--- src/rtl/strobe_sequencer_138.sv ---
// strobe_sequencer_138: round-robin arbiter that shares one 3-to-8 decoder
// among eight requesters, issuing one fixed-width strobe per grant with
// setup and recovery cycles around it.
module strobe_sequencer_138 #(
  parameter int unsigned STROBE_CYCLES = 2,
  parameter int unsigned GAP_CYCLES    = 1
) (
  input  logic       clk,
  input  logic       reset,
  input  logic [7:0] REQ,
  output logic       A,
  output logic       B,
  output logic       C,
  output logic       G1,
  output logic       G2A,
  output logic       G2B,
  output logic [7:0] GNT,
  output logic [7:0] ACK,
  output logic       BUSY
);

  localparam int unsigned N_REQ = 8;
  localparam int unsigned IDX_W = 3;
  localparam int unsigned CNT_W = 4;

  localparam logic [1:0] S_IDLE    = 2'd0;
  localparam logic [1:0] S_SETUP   = 2'd1;
  localparam logic [1:0] S_STROBE  = 2'd2;
  localparam logic [1:0] S_RECOVER = 2'd3;

  localparam logic [CNT_W-1:0] STROBE_LOAD = CNT_W'(STROBE_CYCLES - 1);
  localparam logic [CNT_W-1:0] GAP_LOAD    =
    CNT_W'((GAP_CYCLES == 0) ? 0 : GAP_CYCLES - 1);

  // Reject out-of-range timing parameters at elaboration.
  if (STROBE_CYCLES < 1 || STROBE_CYCLES > 16) begin : g_bad_strobe
    $error("strobe_sequencer_138: STROBE_CYCLES must be 1..16");
  end
  if (GAP_CYCLES > 15) begin : g_bad_gap
    $error("strobe_sequencer_138: GAP_CYCLES must be 0..15");
  end

  logic [1:0]       state_q, state_d;
  logic [CNT_W-1:0] cnt_q,   cnt_d;
  logic [IDX_W-1:0] last_q,  last_d;
  logic [IDX_W-1:0] sel_q,   sel_d;
  logic [N_REQ-1:0] gnt_q,   gnt_d;
  logic [N_REQ-1:0] ack_q,   ack_d;
  logic             en_q,    en_d;
  logic             g2n_q;
  logic             busy_q,  busy_d;

  logic             found;
  logic [IDX_W-1:0] win_idx;
  logic [IDX_W-1:0] cand;

  // Round-robin search: nearest set request after LAST wins (descending
  // loop so the smallest offset is assigned last).
  always_comb begin
    found   = 1'b0;
    win_idx = '0;
    cand    = '0;
    for (int k = N_REQ; k >= 1; k--) begin
      cand = last_q + IDX_W'(k);
      if (REQ[cand]) begin
        found   = 1'b1;
        win_idx = cand;
      end
    end
  end

  // Next-state and next-output logic; outputs are registered below.
  always_comb begin
    state_d = state_q;
    cnt_d   = cnt_q;
    last_d  = last_q;
    sel_d   = sel_q;
    gnt_d   = gnt_q;
    ack_d   = '0;
    en_d    = en_q;
    busy_d  = busy_q;
    case (state_q)
      S_IDLE: begin
        if (found) begin
          state_d = S_SETUP;
          sel_d   = win_idx;
          gnt_d   = N_REQ'(1) << win_idx;
          busy_d  = 1'b1;
        end
      end
      S_SETUP: begin
        state_d = S_STROBE;
        cnt_d   = STROBE_LOAD;
        en_d    = 1'b1;
        if (STROBE_CYCLES == 1) ack_d = gnt_q;
      end
      S_STROBE: begin
        if (cnt_q == '0) begin
          last_d = sel_q;
          en_d   = 1'b0;
          if (GAP_CYCLES == 0) begin
            state_d = S_IDLE;
            cnt_d   = '0;
            gnt_d   = '0;
            busy_d  = 1'b0;
          end else begin
            state_d = S_RECOVER;
            cnt_d   = GAP_LOAD;
          end
        end else begin
          cnt_d = cnt_q - CNT_W'(1);
          if (cnt_q == CNT_W'(1)) ack_d = gnt_q;
        end
      end
      S_RECOVER: begin
        if (cnt_q == '0) begin
          state_d = S_IDLE;
          gnt_d   = '0;
          busy_d  = 1'b0;
        end else begin
          cnt_d = cnt_q - CNT_W'(1);
        end
      end
      default: begin
        state_d = S_IDLE;
        cnt_d   = '0;
        gnt_d   = '0;
        en_d    = 1'b0;
        busy_d  = 1'b0;
      end
    endcase
  end

  // State and output registers with synchronous reset.
  always_ff @(posedge clk) begin
    if (reset) begin
      state_q <= S_IDLE;
      cnt_q   <= '0;
      last_q  <= IDX_W'(7);
      sel_q   <= '0;
      gnt_q   <= '0;
      ack_q   <= '0;
      en_q    <= 1'b0;
      g2n_q   <= 1'b1;
      busy_q  <= 1'b0;
    end else begin
      state_q <= state_d;
      cnt_q   <= cnt_d;
      last_q  <= last_d;
      sel_q   <= sel_d;
      gnt_q   <= gnt_d;
      ack_q   <= ack_d;
      en_q    <= en_d;
      g2n_q   <= ~en_d;
      busy_q  <= busy_d;
    end
  end

  assign A    = sel_q[0];
  assign B    = sel_q[1];
  assign C    = sel_q[2];
  assign G1   = en_q;
  assign G2A  = g2n_q;
  assign G2B  = g2n_q;
  assign GNT  = gnt_q;
  assign ACK  = ack_q;
  assign BUSY = busy_q;

endmodule

--- config.mk ---
export PLATFORM = sky130hd
export DESIGN_NAME = strobe_sequencer_138
export DESIGN_NICKNAME = d
export VERILOG_FILES = /design/src/rtl/strobe_sequencer_138.sv
export SDC_FILE = /design/constraint.sdc
export NUM_CORES = 1
export LEC_CHECK = 0
export CAP_MARGIN = 20
export CORE_MARGIN = 5
export CORE_UTILIZATION = 55
export CTS_CLUSTER_SIZE = 10
export DETAILED_ROUTE_END_ITERATION = 8
export PLACE_DENSITY = 0.78
export SLEW_MARGIN = 10
export SYNTH_ARGS = -nofsm -noshare
export SYNTH_HDL_FRONTEND = slang
export SYNTH_SLANG_ARGS = --single-unit
--- constraint.sdc ---
create_clock -name clk -period 4.1 [get_ports clk]
set_clock_uncertainty 0.05 [all_clocks]
set_input_delay 0.41 -clock clk [delete_from_list [all_inputs] [get_ports clk]]
set_output_delay 0.41 -clock clk [all_outputs]
set_load 0.02 [all_outputs]
; ---- Word level (Yosys, flattened, before mapping)
; Cells that the tools add are included.
[word_totals]
ff_bits = 31
output_inout_bits = 23
wordCells = 94
in_bits = 10
[op_classes]
eq_ne = 8
n_lt_le_gt_ge = 8
addsub = 8
muxes = 47
shifts = 1
reduce_logical = 10
n_bitwise = 3
[ops]
columns = op, n
row1 = 3-bit by 4-bit < comparator with 1-bit output (second input constant), 8
row2 = 1-bit binary-select mux with 3-bit select, 8
row3 = 3-bit 2-to-1 mux, 8
row4 = 1-bit 2-to-1 mux, 19
row5 = 8-bit 2-to-1 mux, 2
row6 = 8-bit case mux with 2 select lines, 1
row7 = 3-bit adder (second input constant), 4
row8 = 4-bit case mux with 3 select lines, 1
row9 = 4-bit 2-to-1 mux, 2
row10 = 2-bit != test (second input constant), 4
row11 = 2-bit case mux with 4 select lines, 1
row12 = 1-bit by 3-bit << shifter with 8-bit output (first input constant), 1
row13 = 3-bit by 2-bit adder with 3-bit output (second input constant), 2
row14 = 2-bit 2-to-1 mux, 3
row15 = 2-bit AND reduction, 3
row16 = 3-bit AND reduction, 2
row17 = 2-bit equality test (second input constant), 2
row18 = 4-bit by 1-bit equality test with 1-bit output (second input constant), 1
row19 = 4-bit zero test, 1
row20 = 1-bit case mux with 2 select lines, 2
row21 = 4-bit OR reduction, 1
row22 = 4-bit by 1-bit subtractor with 4-bit output (second input constant), 1
row23 = 3-bit by 1-bit adder with 3-bit output (second input constant), 1
row24 = 1-bit inverter, 3
row25 = other kinds (4), 4

; ---- Logic depth before layout (Yosys ltp)
[depth]
depth_word = 13
ltp_mapped = 11
depth_no_buf = 9

; ---- Worst setup path after synthesis
; No wires, ideal clock.
[synth_timing]
kind = flip-flop to flip-flop
startpoint = register last_q[0]
endpoint = register gnt_q[6] (netlist: GNT[6])
required_ns = 3.933
arrival_time_ns = 3.216
path_stages_with_launch = 12
setup_slack_ns = 0.716
period_less_slack_ns = 3.384
setup_time_ns = 0.117
path_buffers = 2
cell_sequence = dfxtp_1 -> buf_6 -> clkinv_1 -> ha_1 -> buf_6 -> mux4_1 -> a211o_1 -> or4b_4 -> nor3_4 -> or2b_4 -> nor4_2 -> a32o_2
[synth_between]
elab_chain_cells = 13
[synth_rtl]
columns = item, line_no
row1 = start: declaration, 45  ; logic [IDX_W-1:0] last_q, last_d;
row2 = start signal: assignment, 149  ; last_q <= last_d;
row3 = 3-bit adder / 1-bit binary-select mux with 3-bit select (equally long branches), "64, 65"
row4 = 1-bit binary-select mux with 3-bit select / 1-bit 2-to-1 mux (equally long branches), 65  ; if (REQ[cand]) begin
row5 = 1-bit 2-to-1 mux (implied by the code) / 3-bit 2-to-1 mux (equally long branches), 65
row6 = 3-bit 2-to-1 mux (7 in a row), 65
row7 = 1-bit by 3-bit << shifter with 8-bit output, 87  ; gnt_d = N_REQ'(1) << win_idx;
row8 = 8-bit 2-to-1 mux, 84  ; if (found) begin
row9 = 8-bit case mux with 2 select lines, 82  ; case (state_q)
row10 = end signal: assignment, 151  ; gnt_q <= gnt_d;
row11 = end: declaration, 47  ; logic [N_REQ-1:0] gnt_q, gnt_d;
; Several ways; a longest one is shown, not always the timed one. The select of a mux whose other input is x is not followed.
; A chain may end at the register's enable or synchronous reset.

; ---- Final worst setup path
[layout_timing]
startpoint = register last_q[1]
endpoint = register gnt_q[0] (netlist: GNT[0])
; Same word-level chain as after synthesis.

==> summary.txt <==
Drt
  – Wire length per cell after detailed routing: 16.0 µm
  – Total DRC errors in the routed layout: 0
  – Drt first pass iters: 4
  – Wire length after detailed routing: between 5 and 6 mm
  – DR vias: 2,008
  – Initial drt markers: 158
  – Remaining antenna violation count: 0
  – Via density: 6.26

STA
  – Tightest Pin Transition: 702 ps
  – Top achievable clock speed: between 200 and 300 MHz
  – Min Hold Slack: 438 ps
  – Worst slew slack as a fraction of its limit: 0.531
  – Final sum of negative setup slack: 0 ps
  – Count of endpoints failing setup in the final report: 0
  – Post-route clock period utilization: 0.826
  – Slack of the critical path: 712 ps
  – Unrepaired setup endpoints after global routing: no
  – Count of final max-slew check failures: 0
  – Post-route minimum period: 3390 ps
  – Hold Fails Final Rpt: 0

Setup path
  – Largest driver fanout on the critical path: 7
  – Critical path endpoint category: register
  – Type of the worst setup path: reg -> reg
  – Setup crit start kind: register
  – Arrival time of the worst setup path: 3510 ps
  – Required time reported for the critical path endpoint: 4220 ps

Placed design
  – Global placement routability congestion: about 0.91
  – Dpl cells: 313
  – Setup slack after placement: 690 ps
  – Post-placement cell area: roughly 0.0026 mm²
  – Half-perimeter wire length of the detailed placement result: between 3 and 4 mm
  – Count of buffers inserted at the top-level ports: 32

Logic synthesis
  – Count of state elements after synthesis: 31
  – Number of enable-type register cells in the synthesized netlist: 0
  – Portion of the post-synthesis area used by sequential elements: 0.276
  – Average footprint of a synthesized cell: 9.50 µm²
  – Async set-or-reset flop fraction in the synthesized netlist: 0
  – Fraction of post-synthesis cell area in the top cell type by area: 0.276
  – Most frequently used flop master after synthesis: sky130_fd_sc_hd__dfxtp_1
  – Synth Instances: about 240
  – Number of nets produced by synthesis: 257
  – Number of unique standard cell types used by synthesis: 54
  – Number of synthesis warnings: 0
  – Leading area contributor after synthesis: sky130_fd_sc_hd__dfxtp_1
  – Post-synthesis instance area: 0.00225 mm²
  – Largest cells by area after synthesis: sky130_fd_sc_hd__dfxtp_1, sky130_fd_sc_hd__mux4_2, sky130_fd_sc_hd__ha_1

Power
  – Total power after layout: a little over 2 mW
  – Static Leak: approximately 1.1 nW
  – Worst vdd ir: 0.437 mV
  – Power density over cell area: 747 mW/mm²

Layout
  – Net count, final: 290
  – Final core utilization: 0.685
  – Most common cell after layout, fill and taps aside: sky130_fd_sc_hd__clkdlybuf4s50_1
  – Final Instance Count excl. Fillers: between 300 and 400
  – # diodes: 0
  – Final Instance Area: approximately 0.0027 mm²
  – Synthesis-to-layout area growth: 20.8%
  – Top library cells by usage in the layout, fill and taps aside: sky130_fd_sc_hd__clkdlybuf4s50_1, sky130_fd_sc_hd__dfxtp_1, sky130_fd_sc_hd__nor2_1, sky130_fd_sc_hd__nand2_1, sky130_fd_sc_hd__a21oi_1
  – Proportion of layout cells with a drive suffix above 1: 0.148
  – Filler Cells Inserted: 343

Run
  – Max-cap viol count: 0

Floorplan
  – Initial core utilization: 0.567
  – Floorplan Core Area: between 0.003 and 0.004 mm²
  – Die H: around 74 µm
  – Count of pins on the block boundary: 33
  – Number of rows created at floorplan: 23
  – Die area: 0.00547 mm²
  – Chip Width: 74.0 µm

Clocking
  – Clk sink count: 31
  – Number of CTS-inserted buffers: 5
  – Buffer count from post-CTS setup fixing: 0
  – Largest buffer count on any clock path: 2
  – Clock transition at path regs: 60 ps
  – TritonCTS clock tree: yes
  – Count of instances resized after the clock tree is built: 0
  – Number of hold-repair buffers added at the cts stage: 0
  – Buffer type at the clock tree root: sky130_fd_sc_hd__clkbuf_8
  – H-tree Lvls: 2
  – Clock insertion delay at the later pin of the skew report: ~280 ps

Global routing
  – Met3 track utilization from global routing: 0.0581
  – GR met1 Demand/Resource: 0.292
  – First-pass GRT wire length: 8.87 mm
  – Pin count of the biggest net entering global routing: 19
  – Number of antenna violations at the first check in global routing: 0
  – Number of global-route vias before repair: 1,890
  – Combined global-route utilization of all metal layers: 0.208
  – Grt peak-use layer: met2
  – GR Layer Usage met2: 0.318
  – Gr ovfl total: 0

Status
  – Result of the run: complete, no violations

Min path
  – Class of the tightest hold or removal check: reg -> reg
per-layer routing:
| metal | part of all wire | vias up |
|---|---|---|
| met1 | 0.46 | 973 |
| li1 | - | 972 |
| met3 | 0.066 | 2 |
| met2 | 0.47 | 61 |
| met5 | 0 | - |
| met4 | 0.0045 | 0 |
sequential cells by signal, summed over array words and instances (netlist names):
name,cells
ACK,8
GNT,8
cnt_q,4
last_q,3
sel_q,3
state_q,2
BUSY,1
G1,1
G2A,1
critical path: stages (launching register included):
cell                       delay [ps]
sky130_fd_sc_hd__dfxtp_1          340
sky130_fd_sc_hd__clkinv_1          90
sky130_fd_sc_hd__ha_1             450
sky130_fd_sc_hd__mux4_1           730
sky130_fd_sc_hd__a211o_1          270
sky130_fd_sc_hd__or4b_4           520
sky130_fd_sc_hd__nor3_4           230
sky130_fd_sc_hd__or2b_4           210
sky130_fd_sc_hd__nor4_2            70
sky130_fd_sc_hd__a32o_1           310
path summary, 6_finish.rpt:
kind                                              from               endpoint  slack (ps)  depth (start not counted)
worst max-delay path            last_q[1]$_SDFFE_PP1P_    GNT[0]$_SDFFE_PP0P_         710                          9
worst max register to register  last_q[1]$_SDFFE_PP1P_    GNT[0]$_SDFFE_PP0P_         710                          9
worst min-delay path             sel_q[0]$_SDFFE_PP0P_  sel_q[0]$_SDFFE_PP0P_         440                          2
worst min register to register   sel_q[0]$_SDFFE_PP0P_  sel_q[0]$_SDFFE_PP0P_         440                          2
Yosys cell counts (2+ instances only):
| cell type | number |
|---|---|
| sky130_fd_sc_hd__buf_2 | 5 |
| sky130_fd_sc_hd__nand3_1 | 3 |
| sky130_fd_sc_hd__a21o_1 | 3 |
| sky130_fd_sc_hd__dfxtp_1 | 31 |
| sky130_fd_sc_hd__a21oi_1 | 15 |
| sky130_fd_sc_hd__o31ai_1 | 2 |
| sky130_fd_sc_hd__xnor2_1 | 2 |
| sky130_fd_sc_hd__clkbuf_1 | 7 |
| sky130_fd_sc_hd__inv_1 | 14 |
| sky130_fd_sc_hd__a31oi_1 | 3 |
| sky130_fd_sc_hd__nor4b_1 | 2 |
| sky130_fd_sc_hd__o21ai_0 | 6 |
| sky130_fd_sc_hd__clkinv_1 | 2 |
| sky130_fd_sc_hd__mux2i_1 | 12 |
| sky130_fd_sc_hd__a32o_1 | 8 |
| sky130_fd_sc_hd__and2_1 | 9 |
| sky130_fd_sc_hd__nor3_1 | 5 |
| sky130_fd_sc_hd__mux4_1 | 3 |
| sky130_fd_sc_hd__mux4_2 | 9 |
| sky130_fd_sc_hd__a311oi_1 | 2 |
| sky130_fd_sc_hd__a221oi_1 | 5 |
| sky130_fd_sc_hd__buf_6 | 2 |
| sky130_fd_sc_hd__nand2_1 | 17 |
| sky130_fd_sc_hd__ha_1 | 10 |
| sky130_fd_sc_hd__or3_1 | 3 |
| sky130_fd_sc_hd__nor2_1 | 18 |
| sky130_fd_sc_hd__a211oi_1 | 4 |
| sky130_fd_sc_hd__a311o_1 | 4 |
| sky130_fd_sc_hd__mux2_2 | 6 |
power breakdown:
part	switching, mW	internal (mW)
Sequential	0.0664	0.379
Clock	0.108	0.153
Combinational	0.739	0.586
cell families after synthesis:
kind of cell / share of synthesized area
AND/OR/NAND/NOR: 0.171
multiplexers: 0.208
AO/OA/AOI/OAI: 0.215
flip-flops: 0.276
buffers and inverters: 0.0628
XOR/XNOR: 0.0117
adder cells (fa/ha/maj): 0.0556
cell type report:
class,count,area (µm²),area share
Timing Repair Buffer,41,388,0.143
Tap cell,50,62.6,0.0230
Inverter,16,60.1,0.0221
Sequential cell,31,621,0.228
Clock buffer,8,100,0.0368
Multi-Input combinational cell,175,1490,0.547
Note: power is estimated with default switching activity, not from simulation.
